## src/rtl/bcd_mod_counter.sv

```systemverilog
// Two-digit BCD modulo counter (00..{MAX_HI,MAX_LO}) with up/down, validated load and cascade flags.
// Define BCD_CNT_ALARM_EN to add a loadable alarm register with a combinational match output.
module bcd_mod_counter #(
    parameter int unsigned MAX_HI = 5,
    parameter int unsigned MAX_LO = 9
) (
    input  logic       clk,
    input  logic       rst_n,
    input  logic       en,
    input  logic       up,
    input  logic       load,
    input  logic [3:0] load_hi,
    input  logic [3:0] load_lo,
`ifdef BCD_CNT_ALARM_EN
    input  logic       alarm_wr,
    input  logic       alarm_on,
    output logic       alarm_match,
`endif
    output logic [3:0] cnt1,
    output logic [3:0] cnt0,
    output logic       carry_out,
    output logic       borrow_out,
    output logic       load_err
);

    localparam logic [3:0] MaxHi  = 4'(MAX_HI);
    localparam logic [3:0] MaxLo  = 4'(MAX_LO);
    localparam logic [7:0] MaxVal = 8'(10 * MAX_HI + MAX_LO);

    logic [3:0] cnt1_q, cnt1_d;
    logic [3:0] cnt0_q, cnt0_d;
    logic       load_err_q, load_err_d;
    logic       at_max, at_zero, data_ok;

    // Both digits must be BCD and the pair must not exceed the terminal value.
    function automatic logic bcd_in_range(input logic [3:0] hi, input logic [3:0] lo);
        logic [7:0] val;
        val = 8'(hi) * 8'd10 + 8'(lo);
        return (hi <= 4'd9) && (lo <= 4'd9) && (val <= MaxVal);
    endfunction

    assign at_max  = (cnt1_q == MaxHi) && (cnt0_q == MaxLo);
    assign at_zero = (cnt1_q == 4'd0) && (cnt0_q == 4'd0);
    assign data_ok = bcd_in_range(load_hi, load_lo);

`ifdef BCD_CNT_ALARM_EN
    logic [3:0] alarm1_q, alarm1_d;
    logic [3:0] alarm0_q, alarm0_d;
`endif

    always_comb begin
        cnt1_d     = cnt1_q;
        cnt0_d     = cnt0_q;
        load_err_d = 1'b0;
        if (load) begin
            if (data_ok) begin
                cnt1_d = load_hi;
                cnt0_d = load_lo;
            end else begin
                load_err_d = 1'b1;
            end
        end else if (en) begin
            if (up) begin
                if (at_max) begin
                    cnt1_d = 4'd0;
                    cnt0_d = 4'd0;
                end else if (cnt0_q == 4'd9) begin
                    cnt1_d = cnt1_q + 4'd1;
                    cnt0_d = 4'd0;
                end else begin
                    cnt0_d = cnt0_q + 4'd1;
                end
            end else begin
                if (at_zero) begin
                    cnt1_d = MaxHi;
                    cnt0_d = MaxLo;
                end else if (cnt0_q == 4'd0) begin
                    cnt1_d = cnt1_q - 4'd1;
                    cnt0_d = 4'd9;
                end else begin
                    cnt0_d = cnt0_q - 4'd1;
                end
            end
        end
`ifdef BCD_CNT_ALARM_EN
        alarm1_d = alarm1_q;
        alarm0_d = alarm0_q;
        if (alarm_wr) begin
            if (data_ok) begin
                alarm1_d = load_hi;
                alarm0_d = load_lo;
            end else begin
                load_err_d = 1'b1;
            end
        end
`endif
    end

    always_ff @(posedge clk or negedge rst_n) begin
        if (!rst_n) begin
            cnt1_q     <= 4'd0;
            cnt0_q     <= 4'd0;
            load_err_q <= 1'b0;
        end else begin
            cnt1_q     <= cnt1_d;
            cnt0_q     <= cnt0_d;
            load_err_q <= load_err_d;
        end
    end

`ifdef BCD_CNT_ALARM_EN
    always_ff @(posedge clk or negedge rst_n) begin
        if (!rst_n) begin
            alarm1_q <= 4'd0;
            alarm0_q <= 4'd0;
        end else begin
            alarm1_q <= alarm1_d;
            alarm0_q <= alarm0_d;
        end
    end

    assign alarm_match = alarm_on && (cnt1_q == alarm1_q) && (cnt0_q == alarm0_q);
`endif

    assign cnt1       = cnt1_q;
    assign cnt0       = cnt0_q;
    assign load_err   = load_err_q;
    // Flags are qualified so they can drive the next stage's en directly.
    assign carry_out  = en && up && !load && at_max;
    assign borrow_out = en && !up && !load && at_zero;

endmodule
```

## config.mk

```make
export PLATFORM = sky130hd
export DESIGN_NAME = bcd_mod_counter
export DESIGN_NICKNAME = d
export VERILOG_FILES = /design/src/rtl/bcd_mod_counter.sv
export SDC_FILE = /design/constraint.sdc
export NUM_CORES = 1
export LEC_CHECK = 0
export CORE_MARGIN = 1.5
export CORE_UTILIZATION = 55
export DETAILED_ROUTE_END_ITERATION = 10
export PLACE_DENSITY = 0.85
export SYNTH_ARGS = -nofsm -noshare
export SYNTH_HDL_FRONTEND = slang
export SYNTH_SLANG_ARGS = --single-unit
```

## constraint.sdc

```tcl
create_clock -name clk -period 4.3 [get_ports clk]
set_clock_uncertainty 0.1 [all_clocks]
set_input_delay 0.86 -clock clk [delete_from_list [all_inputs] [get_ports clk]]
set_output_delay 0.86 -clock clk [all_outputs]
set_load 0.01 [all_outputs]
```

# Yosys cells after proc, flatten, opt, wreduce, memory -nomap -nowiden
# Index checks and enable logic that the tools add are counted.
[totals]
regBits = 9
in_bits = 13
output_inout_bits = 11
[classes]
n_addsub = 5
n_mul = 1
magnitude_cmp = 3
eq_ne = 4
mux = 18
reduce_logical = 18
[op_table]
columns = ["operator", "n"]
rows = [
  ["2-to-1 mux 4 bit", 16],
  ["logical AND 1 bit", 10],
  ["adder 4 x 1 -> 4 bit (second input constant)", 2],
  ["adder 8 x 4 -> 8 bit", 1],
  ["less-or-equal comparator 4 bit (second input constant)", 2],
  ["less-or-equal comparator 8 x 6 -> 1 bit (second input constant)", 1],
  ["zero test 4 bit", 2],
  ["subtractor 4 x 1 -> 4 bit (second input constant)", 2],
  ["multiplier 4 x 3 -> 7 bit (second input constant)", 1],
  ["equality test 4 x 3 -> 1 bit (second input constant)", 1],
  ["equality test 4 bit (second input constant)", 1],
  ["inequality test 4 x 1 -> 1 bit (second input constant)", 1],
  ["AND reduction 4 bit", 1],
  ["nonzero test 4 bit", 1],
  ["zero test 1 bit", 2],
  ["2-to-1 mux 1 bit", 2],
  ["inequality test 2 x 1 -> 1 bit (second input constant)", 1],
  ["AND reduction 2 bit", 1],
  ["nonzero test 2 bit", 1],
]

# Longest topological paths before layout
# Gate-level depths: netlist of the first run.
[depth]
depth_word = 6
depth_mapped = 10
mapped_depth_nobuf = 9

# Least setup slack after synthesis of the first run
# OpenSTA, ideal clock, no wires.
[synth_path]
path_type = "input to register"
startpoint = "input load_hi[1]"
endpoint = "register cnt1_q[2], in the netlist cnt1[2]"
setup_ps = 123
t_arrival_ps = 3067
path_slack_ps = 1011
stages = 10
n_path_buf = 1
cell_sequence = "ha_1 ha_1 fa_1 nand2_1 or4_1 a21o_1 o2111ai_2 buf_6 nand3b_1 o221a_2"
[synth_between]
elab_chain_cells = 6
elab_cells_between_ends = 8
[synth_rtl]
columns = ["element", "line_no", "text"]
rows = [
  ["start: declaration", "12", "input logic [3:0] load_hi,"],
  ["multiplier 4 x 3 -> 7 bit", "38", "val = 8'(hi) * 8'd10 + 8'(lo);"],
  ["adder 8 x 4 -> 8 bit", "38", ""],
  ["less-or-equal comparator 8 x 6 -> 1 bit", "39", "return (hi <= 4'd9) && (lo <= 4'd9) && (val <= MaxVal);"],
  ["logical AND 1 bit *", "39", ""],
  ["inequality test 2 x 1 -> 1 bit (no source line) *", "--", ""],
  ["AND reduction 4 bit (no source line) *", "--", ""],
  ["end signal: assignment", "105", "cnt1_q <= cnt1_d;"],
  ["end: declaration", "30", "logic [3:0] cnt1_q, cnt1_d;"],
]
# Mark *: on every way between the ends. The rest lies on a longest branch, timed or not.
# A chain may end at the register's enable or synchronous reset.

# Worst setup path in the final report of the first run
# Ends and elaborated chain as after synthesis.

==> impl_metrics.env, run 1 <==
export IMPL_status="complete, no violations"
export IMPL_drtAntennaViolNets=0
export IMPL_p_int_uw=329.3
export IMPL_crit_path_start_kind="primary input"
export IMPL_clkSlewWorstSetupHoldPaths_ps=60
export IMPL_clockRootBuffer="clkbuf_4"
export IMPL_antenna_cells=0
export IMPL_tightest_slew_ps=501.3
export IMPL_grtUsageTotal_pct=28.52
export IMPL_synth_async_sr_flop_share_pct=100.0
export IMPL_synth_flop_cell="dfrtp_1"
export IMPL_place_port_buffers=23
export IMPL_slowest_delay_ps=600
export IMPL_finalWirelength_um=3084
export IMPL_crit_path_start="load_hi[1]"
export IMPL_slew_viol_final=0
export IMPL_core_um2=1962
export IMPL_setup_tns_final_ps=0
export IMPL_crit_slowest_cell="clkdlybuf4s50_1"
export IMPL_p_sw_share_pct=45.53
export IMPL_rows=16
export IMPL_avgSynthCellArea_um2=8.045
export IMPL_arrival_ps=3840
export IMPL_drt_iter0_markers=50
export IMPL_die_h_um=48.58
export IMPL_netlist_area_um2=1142
export IMPL_path_class="in2reg"
export IMPL_worstHoldPathType="reg2reg"
export IMPL_rr_startpoint="cnt1[1]"
export IMPL_r2r_cells=7
export IMPL_insertion_delay_ps=270
export IMPL_synth_cells=142
export IMPL_final_hold_viol_count=0
export IMPL_dr_pass1_iters=4
export IMPL_max_vdd_ir_drop_uv=241.0
export IMPL_p_clk_share_pct=11.3
export IMPL_powerDensity_nw_per_um2=428.0
export IMPL_grt_pass1_wl_um=5278
export IMPL_final_common_cell="clkdlybuf4s50_1"
export IMPL_grt_max_degree=16
export IMPL_wl_per_cell_um=16.06
export IMPL_rsz0062_at_grt="no"
export IMPL_top_level_ports=24
export IMPL_maxCapViolCount=0
export IMPL_grt_ovfl_total=0
export IMPL_r2r_end="cnt1[2]"
export IMPL_start_util_pct=58.23
export IMPL_crit_path_end="cnt1[2]"
export IMPL_r2r_slack_ps=2230
export IMPL_drive_gt1_share_pct=7.273
export IMPL_crit_path_cell_trace="clkdlybuf4s50_1 -> ha_1 -> ha_1 -> fa_1 -> nand2_1 -> or4_1 -> a21o_1 -> o2111ai_2 -> nand3b_1 -> o221a_2"
export IMPL_p_total_uw=604.6
export IMPL_synth_seq_area_share_pct=19.72
export IMPL_layout_common_cells="clkdlybuf4s50_1, nor2_1, nand2_1"
export IMPL_worstPathRequired_ps=4360
export IMPL_cts_tree="yes"
export IMPL_vias=1206
export IMPL_multi_input_area_um2=855.8
export IMPL_fin_crit_sh_pct=88.03
export IMPL_path_max_fanout=11
export IMPL_antenna_found_initial=0
export IMPL_p_comb_share_pct=57.9
export IMPL_cts_setup_buffers=0
export IMPL_layout_nets=191
export IMPL_setup_ws_ps=514.6
export IMPL_yosysWarnings=0
export IMPL_grt_pass1_vias=1196
export IMPL_seq_power_share_pct=30.9
export IMPL_die_w_um=48.58
export IMPL_crit_top_cell="ha_1"
export IMPL_synth_seq_cells=9
export IMPL_fmax_mhz=264.2
export IMPL_seqCellArea_um2=225.2
export IMPL_clock_path_buffers=2
export IMPL_p_switching_uw=275.3
export IMPL_relSlewSlack_pct=66.48
export IMPL_cts_sinks=9
export IMPL_cp_end_kind="flip-flop"
export IMPL_dieArea_um2=2360
export IMPL_setup_violations=0
export IMPL_syn_nets=167
export IMPL_cts_resized=0
export IMPL_h_tree_depth=1
export IMPL_avgViaCountPerCell=6.281
export IMPL_leakagePower_uw=0.0005862
export IMPL_fin_crit_ps=3785
export IMPL_drc=0
export IMPL_pre_cts_ws_ps=235.4
export IMPL_hold_buffers=0
export IMPL_cts_buffers=3
export IMPL_area_delta_synth_final_pct=23.66
export IMPL_synth_edff_count=0
export IMPL_fillCellCount=165
export IMPL_place_hpwl_um=2409
export IMPL_yosysUniqueCellTypes=50
export IMPL_place_gp_congestion=0.8518
state kept, by name, summed over array words and instances (netlist names):
| register | flops |
|---|---|
| cnt1 | 4 |
| load_err | 1 |
| cnt0 | 4 |
metrics by stage:
| stage | instances | area, um2 | utilization [%] | hold slack [ps] |
|---|---|---|---|---|
| finish | 192 | 1413 | 72.00 | 526.4 |
| global route | 192 | 1413 | 72.00 | 564.9 |
| CTS | 192 | 1413 | 72.00 | 525.4 |
| detailed placement | 188 | 1386 | 70.66 | 518.5 |
| global placement | 188 | 1386 | 70.66 | 499.8 |
| floorplan | 142 | 1142 | - | 464.4 |
layout make-up:
class	instances	share of cell area (%)
multi-input cells	119	60.58
flip-flops and latches	9	15.94
well taps	27	2.392
repair buffers	24	16.83
inverters	9	2.392
clock buffers	4	1.860
logic make-up (layout without fill, tap and decap cells):
logic type	after synthesis	after routing	share of synthesized area [%]
simple gates	53	53	23.88
compound gates	48	48	31.54
buf+inv	14	37	5.366
fa+ha+maj	12	12	14.46
flops	9	9	19.72
xor+xnor	3	3	2.301
mux	3	3	2.738
synth_stat cells (all sizes together), types with 4 or more instances:
| master | instances | share of area [%] |
|---|---|---|
| nand3 | 5 | 2.2 |
| o21ai | 12 | 5.6 |
| inv | 9 | 3.0 |
| dfrtp | 9 | 20 |
| nor2 | 13 | 4.3 |
| a21oi | 5 | 2.2 |
| nand3b | 4 | 2.6 |
| a31oi | 6 | 3.3 |
| ha | 10 | 11 |
| nand2 | 12 | 3.9 |
power by group through the flow:
stage | Clock, uW | Sequential (uW) | Combinational (uW)
2_1_floorplan | 0 | 176 | 217
3_3_place_gp | 0 | 183 | 328
3_5_place_dp | 0 | 185 | 346
4_1_cts | 66.5 | 183 | 348
5_1_grt | 72.6 | 196 | 385
6_report | 68.2 | 187 | 350
metal layers:
layer	up-vias	routed length (um)	global-route usage, %
met3	14	184	4.938
met5	-	0	0
met4	0	115	15.71
li1	578	-	-
met2	66	1552	52.31
met1	548	1232	30.98
worst max-delay path: cells and delay by family:
| kind | cells | cell delay (ps) |
|---|---|---|
| buffers and inverters | 1 | 600 |
| adders and majority gates | 3 | 1080 |
| AOI/OAI and AO/OA | 3 | 570 |
| and+or+nand+nor | 3 | 740 |
worst min path at each step:
stage	to	cells after the start	from
finish	cnt1[3]	2	cnt1[3]
global route	cnt1[3]	2	cnt1[3]
CTS	cnt1[3]	2	cnt1[3]
detailed placement	cnt1[3]	2	cnt1[3]
global placement	cnt1[3]	2	cnt1[3]
floorplan	cnt0[0]	0	rst_n
Note: power is estimated with default switching activity, not from simulation.
==> run 2: changes to the inputs <==
CORE_MARGIN = not set   (was 1.5)
==> impl_metrics.env, run 2 (synthesis gave the netlist of run 1 again) <==
export IMPL_status="complete, no violations"
export IMPL_fmax_mhz=260.7
export IMPL_p_total_uw=593.7
export IMPL_pre_cts_ws_ps=224.7
export IMPL_cts_buffers=3
export IMPL_place_hpwl_um=2257
export IMPL_setup_ws_ps=463.9
export IMPL_leakagePower_uw=0.0005862
export IMPL_hold_depth=2
export IMPL_clockRootBuffer="clkbuf_4"
export IMPL_avgViaCountPerCell=6.161
export IMPL_grt_ovfl_total=0
export IMPL_path_class="in2reg"
export IMPL_whs_endpoint="cnt1[3]"
export IMPL_r2r_cells=7
export IMPL_dr_pass1_iters=4
export IMPL_path_max_fanout=11
export IMPL_max_vdd_ir_drop_uv=278.2
export IMPL_hp_start="cnt1[3]"
export IMPL_setup_tns_final_ps=0
export IMPL_layout_nets=191
export IMPL_grt_pass1_vias=1011
export IMPL_insertion_delay_ps=270
export IMPL_place_gp_congestion=0.8614
export IMPL_tightest_slew_ps=521.3
export IMPL_drive_gt1_share_pct=7.273
export IMPL_clkSlewWorstSetupHoldPaths_ps=60
export IMPL_fillCellCount=184
export IMPL_wl_per_cell_um=14.99
export IMPL_fin_crit_sh_pct=89.21
export IMPL_worstPathRequired_ps=4350
export IMPL_grt_max_degree=16
export IMPL_hold_buffers=0
export IMPL_layout_common_cells="clkdlybuf4s50_1, nor2_1, nand2_1"
export IMPL_crit_path_start_kind="primary input"
export IMPL_die_h_um=47.58
export IMPL_start_util_pct=58.23
export IMPL_vias=1183
export IMPL_area_delta_synth_final_pct=23.66
export IMPL_r2r_slack_ps=2280
export IMPL_drc=0
export IMPL_clock_path_buffers=2
export IMPL_cts_resized=0
export IMPL_worstHoldPathType="reg2reg"
export IMPL_place_port_buffers=23
export IMPL_rows=16
export IMPL_core_um2=1962
export IMPL_rr_startpoint="cnt1[1]"
export IMPL_setup_violations=0
export IMPL_cts_setup_buffers=0
export IMPL_drt_iter0_markers=30
export IMPL_slew_viol_final=0
export IMPL_powerDensity_nw_per_um2=420.3
export IMPL_arrival_ps=3890
export IMPL_r2r_end="cnt1[2]"
export IMPL_cts_tree="yes"
export IMPL_finalWirelength_um=2878
export IMPL_maxCapViolCount=0
export IMPL_antenna_found_initial=0
export IMPL_cts_sinks=9
export IMPL_fin_crit_ps=3836
export IMPL_top_level_ports=24
export IMPL_final_common_cell="clkdlybuf4s50_1"
export IMPL_final_hold_viol_count=0
export IMPL_rsz0062_at_grt="no"
export IMPL_relSlewSlack_pct=65.25
export IMPL_drtAntennaViolNets=0
export IMPL_antenna_cells=0
export IMPL_grt_pass1_wl_um=4367
export IMPL_dieArea_um2=2263
export IMPL_die_w_um=47.58
export IMPL_hold_ws_ps=527.9
export IMPL_grtUsageTotal_pct=27.88
export IMPL_cp_end_kind="flip-flop"
export IMPL_h_tree_depth=1
==> run 2: cell counts in the layout (fill, tap and decap cells not counted) <==
No cell type changed its count.
==> run 2: power by group <==
part | switching [uW] | internal (uW)
Clock | 31.9 | 35.9
Sequential | 69.9 | 116
Combinational | 163 | 177
==> run 2: routing by layer <==
layer | share of wire (%) | global-route usage (%) | vias up
met3 | 3.6 | 4.151 | 9
met2 | 51 | 49.04 | 38
met4 | 2.6 | 13.33 | 0
li1 | - | - | 580
met1 | 42 | 33.26 | 556
met5 | 0 | 0 | -
==> run 2: layout make-up <==
class | count | area, um2 | area share (%)
Sequential cell | 9 | 225.2 | 15.94
Clock buffer | 4 | 26.28 | 1.860
Tap cell | 27 | 33.78 | 2.392
Multi-Input combinational cell | 119 | 855.8 | 60.58
Inverter | 9 | 33.78 | 2.392
Timing Repair Buffer | 24 | 237.7 | 16.83
==> run 2: worst max-delay path, cell delays in order <==
cell and delay (ps):
clkdlybuf4s50_1 590, ha_1 280, ha_1 220, fa_1 420, xor2_1 350, nand2_1 130
mux2i_1 290, o2111ai_2 350, o221a_2 380
==> run 2: metrics by stage <==
step	util (%)	area, um2	std cells
5_1_grt	72.00	1413	192
2_1_floorplan	-	1142	142
3_5_place_dp	70.66	1386	188
6_report	72.00	1413	192
3_3_place_gp	70.66	1386	188
4_1_cts	72.00	1413	192
==> run 2: worst max path at each step <==
stage / startpoint / to / slack [ps] / cells after the start
2_1_floorplan: load_hi[1] / cnt1[2] / 1010 / 10
3_3_place_gp: load_hi[1] / cnt0[0] / 390 / 10
3_5_place_dp: load_hi[1] / cnt0[0] / 220 / 10
4_1_cts: load_hi[1] / cnt0[0] / 490 / 10
5_1_grt: load_hi[1] / cnt0[0] / 250 / 10
6_report: load_hi[1] / cnt1[2] / 460 / 9
